[src/rtl/m_st7789_rx.sv]
// ST7789 3-wire SPI receiver: deserialises SCL/SDA/DC, decodes the panel command subset and
// emits RGB565 framebuffer writes. Define ST7789_RX_MADCTL_EN to apply MADCTL to the write address.
`timescale 1ns/1ps

module m_st7789_rx #(
  parameter int IDLE_CYC = 32
) (
  input  logic        w_clk,
  input  logic        w_rst_n,
  input  logic        st7789_SDA,
  input  logic        st7789_SCL,
  input  logic        st7789_DC,
  input  logic        st7789_RES,
  output logic        w_we,
  output logic [15:0] w_waddr,
  output logic [15:0] w_wdata,
  output logic        w_sleep,
  output logic        w_disp_on,
  output logic        w_inv,
  output logic        w_err
);

  localparam int          IW     = $clog2(IDLE_CYC) + 1;
  localparam logic [15:0] MAX_XY = 16'd239;

  typedef enum logic [1:0] {S_IDLE, S_PARAM, S_RAMWR_HI, S_RAMWR_LO} state_t;

  // ---------------- input capture ----------------
  logic [3:0] r_sync1, r_sync2;
  logic       r_scl_prev;
  logic       w_sda, w_scl, w_dc, w_res_n, w_fall;

  assign {w_res_n, w_dc, w_scl, w_sda} = r_sync2;
  assign w_fall = r_scl_prev & ~w_scl;

  always_ff @(posedge w_clk or negedge w_rst_n) begin
    if (!w_rst_n) begin
      // NOTE: SCL resets to its idle-high level so leaving reset never fakes a falling edge.
      r_sync1    <= 4'b0010;
      r_sync2    <= 4'b0010;
      r_scl_prev <= 1'b1;
    end else begin
      r_sync1    <= {st7789_RES, st7789_DC, st7789_SCL, st7789_SDA};
      r_sync2    <= r_sync1;
      r_scl_prev <= w_scl;
    end
  end

  // ---------------- bit shifter with idle abort ----------------
  logic [6:0]    r_shift;
  logic [7:0]    r_byte;
  logic [2:0]    r_bitcnt;
  logic [IW-1:0] r_idle;
  logic          r_byte_vld, r_byte_dc, r_abort;

  always_ff @(posedge w_clk or negedge w_rst_n) begin
    if (!w_rst_n) begin
      r_shift    <= '0;
      r_byte     <= '0;
      r_bitcnt   <= '0;
      r_idle     <= '0;
      r_byte_vld <= 1'b0;
      r_byte_dc  <= 1'b0;
      r_abort    <= 1'b0;
    end else begin
      r_byte_vld <= 1'b0;
      r_abort    <= 1'b0;
      if (!w_res_n) begin
        r_bitcnt <= '0;
        r_idle   <= '0;
      end else if (w_fall) begin
        r_shift  <= {r_shift[5:0], w_sda};
        r_bitcnt <= r_bitcnt + 3'd1;
        r_idle   <= '0;
        if (r_bitcnt == 3'd7) begin
          r_byte     <= {r_shift, w_sda};
          r_byte_dc  <= w_dc;
          r_byte_vld <= 1'b1;
        end
      end else if (r_bitcnt != 3'd0) begin
        if (r_idle == IW'(IDLE_CYC - 1)) begin
          r_bitcnt <= '0;
          r_idle   <= '0;
          r_abort  <= 1'b1;
        end else begin
          r_idle <= r_idle + 1'b1;
        end
      end else begin
        r_idle <= '0;
      end
    end
  end

  // ---------------- command decoder ----------------
  state_t      r_state, w_state_nxt;
  logic [7:0]  r_cmd, r_phi, r_hi, r_madctl, r_colmod;
  logic [2:0]  r_pcnt;
  logic [15:0] r_xs, r_xe, r_ys, r_ye, r_x, r_y;
  logic        r_sleep, r_disp_on, r_inv, r_err, r_we;
  logic [15:0] r_waddr, r_wdata;
  logic        w_cmd, w_dat, w_soft, w_in_win;
  logic [7:0]  w_ax, w_ay;
  logic        w_unused;

  assign w_cmd    = r_byte_vld & ~r_byte_dc;
  assign w_dat    = r_byte_vld & r_byte_dc;
  assign w_soft   = ~w_res_n | (w_cmd & (r_byte == 8'h01));
  assign w_in_win = (r_x <= MAX_XY) && (r_y <= MAX_XY);
  assign w_unused = ^{r_colmod, r_madctl};

  always_comb begin
    // NOTE: default first so every path assigns the next state and no latch is inferred.
    w_state_nxt = r_state;
    if (w_cmd) begin
      case (r_byte)
        8'h2A, 8'h2B, 8'h3A, 8'h36: w_state_nxt = S_PARAM;
        8'h2C:                      w_state_nxt = S_RAMWR_HI;
        default:                    w_state_nxt = S_IDLE;
      endcase
    end else if (w_dat) begin
      case (r_state)
        S_RAMWR_HI: w_state_nxt = S_RAMWR_LO;
        S_RAMWR_LO: w_state_nxt = S_RAMWR_HI;
        default:    w_state_nxt = r_state;
      endcase
    end
  end

  always_ff @(posedge w_clk or negedge w_rst_n) begin
    if (!w_rst_n)     r_state <= S_IDLE;
    else if (!w_res_n) r_state <= S_IDLE;
    else              r_state <= w_state_nxt;
  end

  // Output address mapping happens after the clip test on the raw x/y counters.
  always_comb begin
    w_ax = r_x[7:0];
    w_ay = r_y[7:0];
`ifdef ST7789_RX_MADCTL_EN
    if (r_madctl[5]) begin
      w_ax = r_y[7:0];
      w_ay = r_x[7:0];
    end
    if (r_madctl[6]) w_ax = 8'd239 - w_ax;
    if (r_madctl[7]) w_ay = 8'd239 - w_ay;
`endif
  end

  always_ff @(posedge w_clk or negedge w_rst_n) begin
    if (!w_rst_n) begin
      r_cmd     <= '0;
      r_phi     <= '0;
      r_hi      <= '0;
      r_pcnt    <= '0;
      r_xs      <= '0;
      r_xe      <= MAX_XY;
      r_ys      <= '0;
      r_ye      <= MAX_XY;
      r_x       <= '0;
      r_y       <= '0;
      r_madctl  <= 8'h00;
      r_colmod  <= 8'h66;
      r_sleep   <= 1'b1;
      r_disp_on <= 1'b0;
      r_inv     <= 1'b0;
      r_err     <= 1'b0;
      r_we      <= 1'b0;
      r_waddr   <= '0;
      r_wdata   <= '0;
    end else begin
      r_we <= 1'b0;
      if (r_abort) r_err <= 1'b1;

      if (w_soft) begin
        r_xs      <= '0;
        r_xe      <= MAX_XY;
        r_ys      <= '0;
        r_ye      <= MAX_XY;
        r_madctl  <= 8'h00;
        r_colmod  <= 8'h66;
        r_sleep   <= 1'b1;
        r_disp_on <= 1'b0;
        r_inv     <= 1'b0;
      end else if (w_cmd) begin
        r_cmd  <= r_byte;
        r_pcnt <= '0;
        case (r_byte)
          8'h11: r_sleep   <= 1'b0;
          8'h10: r_sleep   <= 1'b1;
          8'h29: r_disp_on <= 1'b1;
          8'h28: r_disp_on <= 1'b0;
          8'h21: r_inv     <= 1'b1;
          8'h20: r_inv     <= 1'b0;
          8'h13, 8'h2A, 8'h2B, 8'h3A, 8'h36: ;
          8'h2C: begin
            r_x <= r_xs;
            r_y <= r_ys;
          end
          default: r_err <= 1'b1;
        endcase
      end else if (w_dat) begin
        case (r_state)
          S_PARAM: begin
            if (r_pcnt != 3'd4) r_pcnt <= r_pcnt + 3'd1;
            case (r_cmd)
              8'h2A, 8'h2B: begin
                case (r_pcnt)
                  3'd0, 3'd2: r_phi <= r_byte;
                  3'd1: if (r_cmd == 8'h2A) r_xs <= {r_phi, r_byte}; else r_ys <= {r_phi, r_byte};
                  3'd3: if (r_cmd == 8'h2A) r_xe <= {r_phi, r_byte}; else r_ye <= {r_phi, r_byte};
                  default: ;
                endcase
              end
              8'h3A: if (r_pcnt == 3'd0) begin
                r_colmod <= r_byte;
                if (r_byte != 8'h55) r_err <= 1'b1;
              end
              8'h36: if (r_pcnt == 3'd0) r_madctl <= r_byte;
              default: ;
            endcase
          end
          S_RAMWR_HI: r_hi <= r_byte;
          S_RAMWR_LO: begin
            if (w_in_win) begin
              r_we    <= 1'b1;
              r_waddr <= {w_ay, w_ax};
              r_wdata <= {r_hi, r_byte};
            end
            if (r_x == r_xe) begin
              r_x <= r_xs;
              r_y <= (r_y == r_ye) ? r_ys : r_y + 16'd1;
            end else begin
              r_x <= r_x + 16'd1;
            end
          end
          default: ;
        endcase
      end
    end
  end

  assign w_we      = r_we;
  assign w_waddr   = r_waddr;
  assign w_wdata   = r_wdata;
  assign w_sleep   = r_sleep;
  assign w_disp_on = r_disp_on;
  assign w_inv     = r_inv;
  assign w_err     = r_err;

endmodule

[config.mk]
export PLATFORM = sky130hd
export DESIGN_NAME = m_st7789_rx
export DESIGN_NICKNAME = d
export VERILOG_FILES = /design/src/rtl/m_st7789_rx.sv
export SDC_FILE = /design/constraint.sdc
export NUM_CORES = 1
export LEC_CHECK = 0
export BUFFER_PORTS_ARGS = -buffer_cell sky130_fd_sc_hd__buf_2
export CORE_UTILIZATION = 50
export DETAILED_ROUTE_END_ITERATION = 8
export PLACE_DENSITY = 0.79
export SLEW_MARGIN = 20
export SYNTH_ARGS = -nofsm -noshare
export SYNTH_HDL_FRONTEND = slang
export SYNTH_SLANG_ARGS = --single-unit
[constraint.sdc]
create_clock -name w_clk -period 2.3 [get_ports w_clk]
set_clock_uncertainty 0.1 [all_clocks]
set_input_delay 0.46 -clock w_clk [delete_from_list [all_inputs] [get_ports w_clk]]
set_output_delay 0.46 -clock w_clk [all_outputs]
set_load 0.1 [all_outputs]
==> metrics.csv <==
metric,value,unit
status,finished with violations,
syn-num-nets,872,
endpoint,w_waddr[12],
reg2reg_from,r_x[13],
r2r_cells,7,
ys_seq_elements,198,
setup_slack,-0.0337,ns
period_share,1.01,
syn_area_per_cell,11.0,um^2
max_stage_delay,0.57,ns
r2r_slack,-0.03,ns
synth_edf_count,0,
grtUsageTotal,0.235,
crit_chain,or4_4 > nor3_4 > nand3_2 > nor3_4 > buf_6 > clkbuf_16 > mux2_4,
maxSlewHeadroom,0.654,
drt-met1-wl,9580,um
wl_per_cell,18.3,um
grt_pass1_wl,35400,um
cts_buffers,17,
yosysSeqAreaShare,0.529,
cts.sink_count,198,
synth_flop_cell,dfrtp_1,
syn_area,0.00940,mm^2
cpMostUsedCell,nor3_4,
cp.depth,7,
hpwl,15100,um
worstSetupPathType,reg -> reg,
crit_buf_inv,2,
crit_family,simple AND/OR/NAND/NOR gates,
peakVddDrop,0.541,mV
async_reset_ff_frac,1.00,
highest_layer,met4,
clk_path_buf_depth,2,
yosysTopAreaCell,dfrtp_1,
critPathLaunch,r_x[13],
p_leak,5.19,nW
critPathMaxFanout,12,
timing.fmax,0.429,GHz
rows,49,
synthTopCellsByArea,"dfrtp_1 48%, dfstp_2 5.0%, nand2_1 4.9%",
core,0.0182,mm^2
worst_pin_slew,0.512,ns
routabilityCongestion,0.900,
htreeDepth,4,
drv_slew,0,
io_buffers,42,
fp.dieW,139,um
yosys_warnings,0,
clk_latency,0.44,ns
antenna_found_initial,0,
synthDistinctLibCells,71,
path_clk_slew,0.07,ns
required,2.53,ns
synthCells,856,
hp-class,in -> reg,
finalSetupViolCount,12,
first_global_vias,6746,
fin_nets,954,
firstDrtPassIters,7,
n_antenna_cell,0,
final_util,0.600,
grt_overflow,0,
hold_viol,0,
cts-root-buf,clkbuf_16,
finalPower,6.76,mW
grt_max_degree,58,
max_cap_viol_count,0,
arrival,2.56,ns
cts_tree,built,
via_per_inst,5.67,
vias,6690,
die_y,139,um
power.density,619,mW/mm^2
detail-route-antenna-nets,0,
reg2reg_to,w_waddr[12],
failed_checks,negative setup slack,
die_area,0.0194,mm^2
min_period,2.33,ns
wl_met2,10500,um
syn_to_final_growth,16.1,%
critPathCaptureType,register,
met3_length,1130,um
io_pins,43,
start_util,0.516,
drc,0,
layout-drive-gt1-share,0.275,
drtIter0Drc,519,
crit_slowest_cell,or4_4,
drt-total-wl,21600,um
netlist.area_leader.share,0.479,
cp-start-kind,register,
rsz0062_at_grt,yes,
-- cells in the mapped netlist (3+ instances only) --
cell,instances
a21boi_0,11
a21oi_1,28
a22oi_1,3
a2bb2oi_1,7
a31oi_1,3
and2_1,3
and3_1,3
buf_2,12
buf_4,4
buf_6,8
clkbuf_1,22
clkbuf_2,3
dfrtp_1,180
dfstp_2,18
ha_1,10
inv_1,22
mux2_2,33
mux2_4,30
mux2i_1,31
nand2_1,123
nand2b_1,8
nand3_1,22
nand3b_1,3
nand4_1,15
nor2_1,58
nor2b_1,3
nor3_1,14
nor4_1,5
nor4_2,3
o211ai_1,4
o21ai_0,65
o21ai_1,3
o22ai_1,10
o2bb2ai_1,5
o31a_1,3
or2_2,4
xnor2_1,18
xor2_1,17
-- stage by stage --
stage	std cells	setup TNS [ns]	instance area [um^2]	worst slack (ns)	hold WS [ns]
3_5_place_dp	1140	-0.00684	10200	-0.00684	0.240
4_1_cts	1174	0	10800	0.0176	0.00267
5_1_grt	1180	-2.08	10900	-0.109	0.0102
2_1_floorplan	856	0	9400	0.124	0.0644
6_report	1180	-0.257	10900	-0.0337	0.0289
3_3_place_gp	1140	0	10200	0.0428	0.234
-- kinds of logic after synthesis --
logic type / share of synthesized area
flops: 0.529
compound gates: 0.107
buf+inv: 0.0399
fa+ha+maj: 0.0133
simple gates: 0.155
mux: 0.120
xor+xnor: 0.0343
-- worst min path at each step --
| stage | start | end | slack [ns] | cells past startpoint |
|---|---|---|---|---|
| global route | st7789_RES | r_sync1[3] | 0.01 | 1 |
| CTS | st7789_DC | r_sync1[2] | 0.003 | 1 |
| global placement | r_sync1[0] | r_sync2[0] | 0.23 | 0 |
| floorplan | w_rst_n | r_abort | 0.06 | 0 |
| finish | st7789_DC | r_sync1[2] | 0.03 | 1 |
| detailed placement | r_sync1[0] | r_sync2[0] | 0.24 | 0 |
-- flip-flops by register name, indices dropped and copies added, names as in the netlist, 2 cells and up --
| signal | cells |
|---|---|
| r_ys | 16 |
| r_cmd | 8 |
| r_hi | 8 |
| r_pcnt | 3 |
| r_xe | 16 |
| w_wdata | 16 |
| r_shift | 7 |
| r_sync2 | 4 |
| r_bitcnt | 3 |
| r_sync1 | 4 |
| r_byte | 8 |
| r_xs | 16 |
| r_idle | 6 |
| w_waddr | 16 |
| r_y | 16 |
| r_phi | 8 |
| r_state | 2 |
| r_ye | 16 |
| r_x | 16 |
-- area by class of cell --
type                    instances  area, um^2
well taps                     229         287
repair buffers                113         875
fillers                      1399        7290
flip-flops and latches        198        4980
inverters                      22        82.6
multi-input cells             586        4120
clock inverters                14         144
clock buffers                  18         429
-- report_power, final --
group          switching [mW]  leakage [nW]  internal, mW
Clock                    1.45         0.280          1.45
Sequential             0.0458          2.68          3.56
Combinational           0.176          2.22        0.0836
Total                    1.67          5.19          5.09
-- worst reg2reg max path, stage by stage (launching register included) --
cell	delay (ns)
dfrtp_1	0.40
or4_4	0.57
nor3_4	0.16
nand3_2	0.12
nor3_4	0.20
buf_6	0.18
clkbuf_16	0.19
mux2_4	0.31
-- cells in the final DEF, fill, tap and decap left out, types with 26 or more instances in the layout --
master	count
a21oi_1	26
buf_2	41
buf_4	59
dfrtp_1	179
mux2_2	33
mux2_4	30
mux2i_1	31
nand2_1	123
nor2_1	57
o21ai_0	65
-- repair_timing --
action / in CTS / in global routing
pin swaps: 0 / 4
buffers inserted: 0 / 4
endpoints found under the hold margin: 35 / 0
hold buffers: 2 / 0
gates resized for setup: 1 / 23
cloned: 0 / 2
setup endpoints to repair: 2 / 81
-- routing by layer --
metal,track usage,vias up
met5,0,-
met4,0.0743,0
li1,-,3144
met1,0.318,3316
met2,0.386,203
met3,0.0439,27
No activity file was read; power rests on OpenSTA's default activity.
